==> src/rtl/transpose_stream_ctrl_pkg.sv <==
// Shared definitions for the streaming transpose front-end: phase encoding,
// flat element indexing and counter sizing.
package transpose_stream_ctrl_pkg;

  typedef enum logic {
    FILL  = 1'b0,
    DRAIN = 1'b1
  } state_t;

  // Element (r,c) of a matrix with `cols` columns sits at flat index r*cols+c.
  function automatic int unsigned flat_idx(input int unsigned r,
                                           input int unsigned c,
                                           input int unsigned cols);
    return r * cols + c;
  endfunction

  function automatic int unsigned cnt_width(input int unsigned n);
    return ($clog2(n) < 1) ? 1 : $clog2(n);
  endfunction

endpackage

==> src/rtl/transpose_stream_ctrl_transpose.sv <==
// Combinational transpose of a packed ROW_IN x COL_IN matrix into a packed
// COL_IN x ROW_IN matrix; pure wiring, data passed bit-exact.
module Transpose
  import transpose_stream_ctrl_pkg::*;
#(
  parameter int unsigned DATA_WIDTH = 16,
  parameter int unsigned ROW_IN     = 8,
  parameter int unsigned COL_IN     = 4
) (
  input  logic [DATA_WIDTH*ROW_IN*COL_IN-1:0] in,
  output logic [DATA_WIDTH*ROW_IN*COL_IN-1:0] out
);

  always_comb begin
    out = '0;
    for (int unsigned i = 0; i < COL_IN; i++) begin
      for (int unsigned j = 0; j < ROW_IN; j++) begin
        out[flat_idx(i, j, ROW_IN)*DATA_WIDTH +: DATA_WIDTH] =
          in[flat_idx(j, i, COL_IN)*DATA_WIDTH +: DATA_WIDTH];
      end
    end
  end

endmodule

==> src/rtl/transpose_stream_ctrl.sv <==
// Streaming front-end: fills a single matrix buffer one row per beat, then
// drains the transposed matrix one row per beat. Fill and drain never overlap.
module transpose_stream_ctrl
  import transpose_stream_ctrl_pkg::*;
#(
  parameter int unsigned DATA_WIDTH = 16,
  parameter int unsigned ROW_IN     = 8,
  parameter int unsigned COL_IN     = 4
) (
  input  logic                         clk,
  input  logic                         rst_n,
  input  logic                         in_valid,
  output logic                         in_ready,
  input  logic [DATA_WIDTH*COL_IN-1:0] in_row,
  output logic                         out_valid,
  input  logic                         out_ready,
  output logic [DATA_WIDTH*ROW_IN-1:0] out_row,
  output logic                         out_last,
  output logic                         frame_done
);

  localparam int unsigned WR_W         = cnt_width(ROW_IN);
  localparam int unsigned RD_W         = cnt_width(COL_IN);
  localparam int unsigned ROW_BITS_IN  = DATA_WIDTH * COL_IN;
  localparam int unsigned ROW_BITS_OUT = DATA_WIDTH * ROW_IN;
  localparam int unsigned MAT_BITS     = DATA_WIDTH * ROW_IN * COL_IN;

  state_t              r_state;
  state_t              w_next_state;
  logic [WR_W-1:0]     r_wr_cnt;
  logic [RD_W-1:0]     r_rd_cnt;
  logic                r_frame_done;
  logic [MAT_BITS-1:0] r_buf;
  logic [MAT_BITS-1:0] w_tmat;
  logic                w_in_acc;
  logic                w_out_acc;
  logic                w_wr_last;
  logic                w_rd_last;

  assign w_wr_last = (r_wr_cnt == WR_W'(ROW_IN - 1));
  assign w_rd_last = (r_rd_cnt == RD_W'(COL_IN - 1));
  assign w_in_acc  = in_valid && in_ready;
  assign w_out_acc = out_valid && out_ready;

  always_ff @(posedge clk or negedge rst_n) begin
    if (!rst_n) begin
      r_state <= FILL;
    end else begin
      r_state <= w_next_state;
    end
  end

  // Handshake outputs depend on r_state and counters only, never on in_valid/out_ready.
  always_comb begin
    w_next_state = r_state;
    in_ready     = 1'b0;
    out_valid    = 1'b0;
    out_last     = 1'b0;
    unique case (r_state)
      FILL: begin
        in_ready = 1'b1;
        if (in_valid && w_wr_last) begin
          w_next_state = DRAIN;
        end
      end
      DRAIN: begin
        out_valid = 1'b1;
        out_last  = w_rd_last;
        if (out_ready && w_rd_last) begin
          w_next_state = FILL;
        end
      end
      default: w_next_state = FILL;
    endcase
  end

  always_ff @(posedge clk or negedge rst_n) begin
    if (!rst_n) begin
      r_wr_cnt     <= '0;
      r_rd_cnt     <= '0;
      r_frame_done <= 1'b0;
    end else begin
      r_frame_done <= w_out_acc && w_rd_last;
      if (w_in_acc) begin
        r_wr_cnt <= w_wr_last ? '0 : r_wr_cnt + 1'b1;
      end
      if (w_out_acc) begin
        r_rd_cnt <= w_rd_last ? '0 : r_rd_cnt + 1'b1;
      end
    end
  end

  always_ff @(posedge clk or negedge rst_n) begin
    if (!rst_n) begin
      r_buf <= '0;
    end else begin
      for (int unsigned r = 0; r < ROW_IN; r++) begin
        if (w_in_acc && (r_wr_cnt == WR_W'(r))) begin
          r_buf[r*ROW_BITS_IN +: ROW_BITS_IN] <= in_row;
        end
      end
    end
  end

  Transpose #(
    .DATA_WIDTH(DATA_WIDTH),
    .ROW_IN    (ROW_IN),
    .COL_IN    (COL_IN)
  ) u_transpose (
    .in (r_buf),
    .out(w_tmat)
  );

  always_comb begin
    out_row = '0;
    for (int unsigned c = 0; c < COL_IN; c++) begin
      if (r_rd_cnt == RD_W'(c)) begin
        out_row = w_tmat[c*ROW_BITS_OUT +: ROW_BITS_OUT];
      end
    end
  end

  assign frame_done = r_frame_done;

endmodule
==> config.mk <==
export PLATFORM = sky130hd
export DESIGN_NAME = transpose_stream_ctrl
export DESIGN_NICKNAME = d
export VERILOG_FILES = /design/src/rtl/transpose_stream_ctrl_pkg.sv /design/src/rtl/transpose_stream_ctrl_transpose.sv /design/src/rtl/transpose_stream_ctrl.sv
export SDC_FILE = /design/constraint.sdc
export NUM_CORES = 1
export LEC_CHECK = 0
export BUFFER_PORTS_ARGS = -buffer_cell sky130_fd_sc_hd__buf_2
export CELL_PAD_IN_SITES_DETAIL_PLACEMENT = 1
export CELL_PAD_IN_SITES_GLOBAL_PLACEMENT = 1
export CORE_ASPECT_RATIO = 2
export CORE_UTILIZATION = 29
export CTS_CLUSTER_DIAMETER = 80
export DETAILED_ROUTE_END_ITERATION = 10
export GPL_ROUTABILITY_DRIVEN = 1
export PLACE_DENSITY = 0.53
export SYNTH_ARGS = -nofsm -noshare
export SYNTH_HDL_FRONTEND = slang
export SYNTH_SLANG_ARGS = --single-unit
==> constraint.sdc <==
create_clock -name clk -period 5 [get_ports clk]
set_input_delay 0.5 -clock clk [delete_from_list [all_inputs] [get_ports clk]]
set_output_delay 0.5 -clock clk [all_outputs]
set_load 0.05 [all_outputs]
Word-level counts from Yosys, hierarchy flattened
Cells that the tools add are included.
{"block": "totals", "in_bits": 68, "register_bits": 519, "wordCells": 52}
{"block": "op_classes", "reduce_logical": 15, "eq_ne": 10, "bitwise_logic": 1, "n_mux": 12, "addsub": 2}
{"cell": "128-bit two-way mux", "count": 4}
{"cell": "1-bit logical AND", "count": 13}
{"cell": "3-bit equality test (second input constant)", "count": 4}
{"cell": "3-bit by 2-bit equality test with 1-bit output (second input constant)", "count": 2}
{"cell": "1-bit two-way mux", "count": 5}
{"cell": "2-bit equality test (second input constant)", "count": 2}
{"cell": "3-bit by 1-bit adder with 3-bit output (second input constant)", "count": 1}
{"cell": "3-bit by 1-bit equality test with 1-bit output (second input constant)", "count": 1}
{"cell": "3-bit zero test", "count": 1}
{"cell": "3-bit two-way mux", "count": 1}
{"cell": "2-bit by 1-bit adder with 2-bit output (second input constant)", "count": 1}
{"cell": "2-bit by 1-bit equality test with 1-bit output (second input constant)", "count": 1}
{"cell": "2-bit zero test", "count": 1}
{"cell": "2-bit two-way mux", "count": 1}
{"cell": "1-bit one-hot mux with 2 select lines", "count": 1}
{"cell": "1-bit inverter", "count": 1}

Longest topological paths before layout
Gate-level depths: netlist of run 1.
{"block": "logic_depth", "ltp_word": 5, "ltp_mapped": 8, "ltp_nobuf": 5}

Hierarchy
A second synthesis of run 1 with hierarchy kept.
{"block": "hier_totals", "cells_unflattened": 2098, "hier_area_um2": 26655.6}
{"mod": "transpose_stream_ctrl", "area_each_um2": 22811.9, "cells_each": 1586, "instances": 1, "seq_area_each_um2": 12987.5}
{"mod": "Transpose", "area_each_um2": 3843.7, "cells_each": 512, "instances": 1, "seq_area_each_um2": 0.0}

Worst setup path after synthesis of run 1
No wires, ideal clock.
{"block": "synth_path", "path_type": "register -> output", "startpoint": "register r_rd_cnt[0]", "endpoint": "output out_row[126]", "stages_incl_launch_ff": 7, "t_arrival_ps": 2223, "setup_slack_ps": 2277, "t_required_ps": 4500, "cell_sequence": "dfrtp_1 ha_1 inv_1 clkbuf_1 clkbuf_1 o21ai_0 a31oi_1"}
{"block": "synth_via", "elab_chain_len": 5}
{"element": "start: declaration", "line_no": "transpose_stream_ctrl.sv:31", "source": "logic [RD_W-1:0] r_rd_cnt;"}
{"element": "start signal: assignment", "line_no": "transpose_stream_ctrl.sv:88", "source": "r_rd_cnt <= w_rd_last ? '0 : r_rd_cnt + 1'b1;"}
{"element": "2-bit zero test", "line_no": "transpose_stream_ctrl.sv:117", "source": "if (r_rd_cnt == RD_W'(c)) begin"}
{"element": "128-bit two-way mux (3 in series)", "line_no": "transpose_stream_ctrl.sv:117"}
{"element": "128-bit two-way mux (*)", "line_no": "transpose_stream_ctrl.sv:117"}
{"element": "end: declaration", "line_no": "transpose_stream_ctrl.sv:17", "source": "output logic [DATA_WIDTH*ROW_IN-1:0] out_row,"}
Mark *: on every way between the ends. The rest lies on a longest branch, timed or not.

Worst setup path after layout of run 1
{"block": "layout_path", "startpoint": "register r_rd_cnt[0]", "endpoint": "output out_row[115]"}
Same word-level chain as after synthesis.

==> flow_metrics.py, run 1 <==
metrics = {
    "worst_setup_path": {
        "r2r_cells": 4,
        "crit_fanout": 38,
        "cp-start-kind": "register",
        "worstReg2RegEnd": "r_buf[184]$_DFFE_PN0P_",
        "worstSetupPathType": "reg -> out",
        "crit_path_end_kind": "primary output",
        "reg2reg_slack_ps": 2060,
        "crit_start": "r_rd_cnt[0]$_DFFE_PN0P_",
        "crit_required_ps": 4500,
        "r2r-start": "r_state$_DFF_PN0_",
        "crit_arrival_ps": 3430,
    },
    "drt": {
        "num_vias": 14930,
        "routed_wl_mm": 87.76,
        "ant_nets": 0,
        "dr_wl_met2_mm": 46.18,
        "routedWlPerCell_um": 31.24,
        "drt_iter0_markers": 861,
        "avgViaCountPerCell": 5.314,
        "route.met3.wl_mm": 3.272,
        "first_pass_iters": 7,
        "top_layer": "met5",
        "wl_met1_mm": 34.21,
        "drc": 0,
    },
    "floorplanning": {
        "start_util": 0.2924,
        "die_h_um": 398.6,
        "core_um2": 78010,
        "die_area_um2": 79860,
        "num_rows": 145,
        "chipWidth_um": 200.3,
        "io_pins": 200,
    },
    "sta": {
        "finalHoldViolCount": 27,
        "finalMaxSlewViolations": 0,
        "finClkSkew_ps": 19.11,
        "slew_headroom": 0.2179,
        "fin_tns_setup_ps": 0,
        "hold_ws_ps": -10.11,
        "setup_slack_ps": 1068,
        "setup_viol": 0,
        "fmax_mhz": 254.4,
        "fin_crit_ps": 3932,
        "rsz0062_at_grt": "no",
        "tightest_slew_ps": 1170,
        "period_share": 0.7863,
    },
    "clock_tree": {
        "clock-sinks": 519,
        "clk-insertion-delay-late_ps": 590,
        "clk_path_buf_depth": 3,
        "cts_inserted_buffers": 49,
        "post_cts_buffers": 0,
        "cts-root-buf": "clkbuf_16",
        "tritoncts": "yes",
        "cts_max_level": 2,
        "post_cts_resized": 0,
        "path_clk_slew_ps": 60,
        "holdBufCountCts": 0,
    },
    "synthesis": {
        "yosysSeqAreaShare": 0.5693,
        "synth_enable_flop_cells": 0,
        "yosysTopAreaCell": "dfrtp_1",
        "synth.distinct_cells": 31,
        "synthCells": 1586,
        "synth.area.top_cells": "dfrtp_1 (57%), mux2_2 (18%), mux2_4 (7.9%), a22oi_1 (4.2%), o22ai_1 (3.5%)",
        "ys.flop_type": "dfrtp_1",
        "synthesis.area_per_instance_um2": 14.38,
        "yosys_warnings": 0,
        "synth_async_sr_flop_share": 1.000,
        "syn_area_um2": 22810,
        "synth_top_area_share": 0.5693,
        "synth_seq_cells": 519,
        "syn_nets": 1664,
    },
    "finish": {
        "nNetsFinal": 1819,
        "final_cell_mix": "dfrtp_1 (519), mux2_2 (366), buf_2 (198)",
        "layout-drive-gt1-share": 0.4528,
        "n_antenna_cell": 0,
        "areaGrowthSynthToFinish_pct": 15.18,
        "final_common_cell": "dfrtp_1",
        "post-route-cell-area_um2": 26280,
    },
    "job": {
        "drv_cap": 0,
    },
    "placed_design": {
        "gp_congestion": 0.7729,
        "hpwl_mm": 58.26,
        "pre_cts_ws_ps": 1624,
        "placed_area_um2": 24640,
        "port_buffers": 199,
    },
    "global_route": {
        "grt_first_pass_wirelength_mm": 126.5,
        "grt_use_total": 0.2214,
        "gr-total-overflow": 0,
        "grt_pass1_vias": 16280,
        "grt_max_degree": 130,
        "antenna_found_initial": 11,
    },
    "status": {
        "outcome": "finished, violations left",
        "violations": "hold timing",
    },
    "min_path": {
        "hp-class": "in -> async",
    },
}
==> layer usage <==
| metal | global-route usage | vias to the layer above |
|---|---|---|
| li1 | - | 6249 |
| met1 | 0.2598 | 8166 |
| met2 | 0.3999 | 375 |
| met3 | 0.02906 | 128 |
| met4 | 0.1001 | 8 |
| met5 | 0 | - |
==> through the flow <==
step	std cells	util
2_1_floorplan	1586	-
3_3_place_gp	2719	0.3159
3_5_place_dp	2719	0.3159
4_1_cts	2809	0.3368
5_1_grt	2809	0.3368
6_report	2809	0.3368
==> how the worst max path moves through the flow <==
stage,end,slack [ps],cells past startpoint
5_1_grt,out_row[115],910,6
3_3_place_gp,out_row[115],1680,6
3_5_place_dp,out_row[115],1620,6
2_1_floorplan,out_row[126],2280,6
6_report,out_row[115],1070,6
4_1_cts,out_row[115],970,6
==> kinds of logic (layout without fill, tap and decap cells) <==
family / Yosys count / in the layout / share of synthesized area
DFF: 519 / 519 / 0.5693
and+or+nand+nor: 26 / 26 / 0.008337
buffers and inverters: 131 / 325 / 0.03790
AOI/OAI and AO/OA: 387 / 387 / 0.1060
muxes: 513 / 513 / 0.2730
adders and majority gates: 10 / 10 / 0.005485
==> state kept, by name (all words and copies together) (netlist names) <==
signal / flops
r_rd_cnt: 2
frame_done: 1
r_wr_cnt: 3
r_state: 1
r_buf: 512
==> synth_stat cells (3+ instances only) <==
cell	number
buf_6	12
mux2_4	120
buf_4	3
o22ai_1	127
nand3_4	3
inv_1	7
a21oi_1	127
buf_2	35
mux2_1	27
nand2_1	7
clkbuf_1	58
ha_1	10
o21ai_0	4
mux2_2	366
a22oi_1	127
buf_12	14
dfrtp_1	519
==> critical path: stages, from the launching register on <==
cell,delay [ps]
dfrtp_1,460
ha_1,420
nand2b_4,570
buf_4,450
o22ai_1,350
a21oi_1,230
buf_2,300
==> layout make-up <==
| class | instances | area (um2) |
|---|---|---|
| clock buffer | 77 | 1504 |
| clock inverter | 13 | 127.6 |
| fill | 8210 | 51740 |
| inverter | 7 | 28.78 |
| multi-input combinational | 936 | 9004 |
| sequential | 519 | 12990 |
| tap | 1029 | 1287 |
| timing repair buffer | 228 | 1336 |
Power of run 1 is left out: the tool's default activity adds up to more than one toggle a clock period on the data nets, which glitch-free logic cannot reach.
==> inputs of run 2 (changes only) <==
PLACE_DENSITY = 0.55   (was 0.53)
clock period = 3.6 ns   (was 5 ns; I/O delays follow)
==> run 2 against run 1 <==
  * The flow now finishes without violations
  * Die area unchanged
  * Hold slack better by 97 ps
  * Global-route usage decreased by 0.38 points
  * Via count fell by 0.50%
  * Utilization grew 0.33 points
  * Routed wire length down 1.4%
  * Count of clock-buffer cells in the layout decreased by 5
==> flow_metrics.py, run 2 (synthesis results as in run 1) <==
metrics = {
    "status": {
        "outcome": "complete, no violations",
    },
    "finish": {
        "largest_reg_flops": 512,
        "final_common_cell": "dfrtp_1",
        "top_register": "r_buf",
        "layout-drive-gt1-share": 0.4616,
        "fillers": 8224,
        "final_cell_mix": "dfrtp_1 (519), mux2_2 (366), buf_2 (198)",
        "biggestRegsByFlops": "r_buf: 512 flops, r_wr_cnt: 3 flops, r_rd_cnt: 2 flops",
        "areaGrowthSynthToFinish_pct": 16.32,
        "nNetsFinal": 1843,
    },
    "worst_setup_path": {
        "path_buf_inv": 3,
        "cp_cell_sequence": "inv_1 > ha_4 > buf_12 > a22oi_1 > a21oi_1 > buf_2",
        "crit_end": "out_row[45]",
        "crit_path_end_kind": "primary output",
        "crit_arrival_ps": 3050,
        "r2r-start": "r_state$_DFF_PN0_",
        "r2r_cells": 4,
        "worstReg2RegEnd": "r_buf[328]$_DFFE_PN0P_",
        "reg2reg_slack_ps": 940,
        "crit_cells": 6,
        "slowest_delay_ps": 470,
        "cp_top_family": "buffers and inverters",
        "crit_required_ps": 3240,
        "cp-start-kind": "register",
        "worstSetupPathType": "reg -> out",
        "crit_fanout": 81,
        "crit_start": "r_rd_cnt[1]$_DFFE_PN0P_",
        "crit_path_top_delay_cell": "a21oi_1",
    },
    "drt": {
        "dr_wl_met2_mm": 46.33,
        "routedWlPerCell_um": 30.59,
        "wl_met1_mm": 33.36,
        "route.met3.wl_mm": 2.904,
        "drt_iter0_markers": 770,
        "first_pass_iters": 5,
        "routed_wl_mm": 86.54,
        "avgViaCountPerCell": 5.250,
        "top_layer": "met4",
        "ant_nets": 0,
        "num_vias": 14850,
        "drc": 0,
    },
    "global_route": {
        "grt_first_pass_wirelength_mm": 125.1,
        "grt_max_degree": 101,
        "antenna_found_initial": 10,
        "grt_pass1_vias": 16590,
        "gr-total-overflow": 0,
        "grt_use_total": 0.2176,
    },
    "floorplanning": {
        "num_rows": 145,
        "core_um2": 78010,
        "die_area_um2": 79860,
        "die_h_um": 398.6,
        "chipWidth_um": 200.3,
        "io_pins": 200,
        "start_util": 0.2924,
    },
    "placed_design": {
        "port_buffers": 199,
        "gp_congestion": 0.8036,
        "hpwl_mm": 58.28,
    },
    "min_path": {
        "hp-class": "in -> reg",
    },
    "sta": {
        "period_share": 0.9468,
        "fin_tns_setup_ps": 0,
        "rsz0062_at_grt": "no",
        "finalHoldViolCount": 0,
        "fin_crit_ps": 3409,
        "setup_viol": 0,
        "slew_headroom": 0.4477,
        "finClkSkew_ps": 20.89,
        "finalMaxSlewViolations": 0,
        "tightest_slew_ps": 828.4,
        "fmax_mhz": 293.4,
    },
    "clock_tree": {
        "cts_max_level": 2,
        "clk-insertion-delay-late_ps": 610,
        "cts-root-buf": "clkbuf_16",
        "clk_path_buf_depth": 3,
        "tritoncts": "yes",
        "clock-sinks": 519,
        "cts_inserted_buffers": 48,
        "path_clk_slew_ps": 60,
        "post_cts_buffers": 0,
    },
    "job": {
        "drv_cap": 0,
    },
}
## run 2: layout make-up
class | instances | area, um2 | area share
repair buffers | 253 | 1652 | 0.06224
clock inverters | 11 | 95.09 | 0.003584
multi-input cells | 936 | 9005 | 0.3394
well taps | 1029 | 1287 | 0.04852
clock buffers | 72 | 1474 | 0.05555
diodes | 2 | 5.005 | 0.0001886
inverters | 7 | 28.78 | 0.001085
flip-flops and latches | 519 | 12990 | 0.4895
## run 2: repair_timing
item                                   4_1_cts  5_1_grt
setup endpoints to repair                    0        1
endpoints found under the hold margin       72        0
resized for setup                            0        2
hold buffers                                 1        0
## run 2: worst reg2reg max path: cells and delay by family (launching register included)
| kind | cells | cell delay [ps] |
|---|---|---|
| buffers and inverters | 1 | 510 |
| flip-flops | 1 | 470 |
| multiplexers | 1 | 300 |
| AND/OR/NAND/NOR | 2 | 1260 |
## run 2: per-layer routing
layer  vias to the layer above  global-route usage
met4                         0             0.09787
met1                      8105              0.2493
met3                       133             0.02449
met2                       351              0.4034
li1                       6263                   -
met5                         -                   0
## run 2: through the flow
stage	instances	hold slack, ps	worst slack (ps)	util	cell area [um2]
floorplan	1586	64.41	1017	-	22810
global placement	2743	444.0	748.3	0.3197	24940
detailed placement	2743	448.5	699.1	0.3197	24940
CTS	2827	68.11	57.53	0.3400	26520
global route	2828	116.7	137.7	0.3401	26530
finish	2829	86.90	191.5	0.3401	26530
## run 2: how the worst min path moves through the flow
stage	startpoint	endpoint	slack [ps]	cells past startpoint
final	out_ready	r_state$_DFF_PN0_	90	4
after floorplan	rst_n	frame_done$_DFF_PN0_	60	0
after global routing	out_ready	r_state$_DFF_PN0_	120	4
after global placement	rst_n	r_buf[48]$_DFFE_PN0P_	440	1
after detailed placement	rst_n	r_buf[48]$_DFFE_PN0P_	450	1
after CTS	out_ready	r_state$_DFF_PN0_	70	4
Power of run 2 is left out for the same reason.
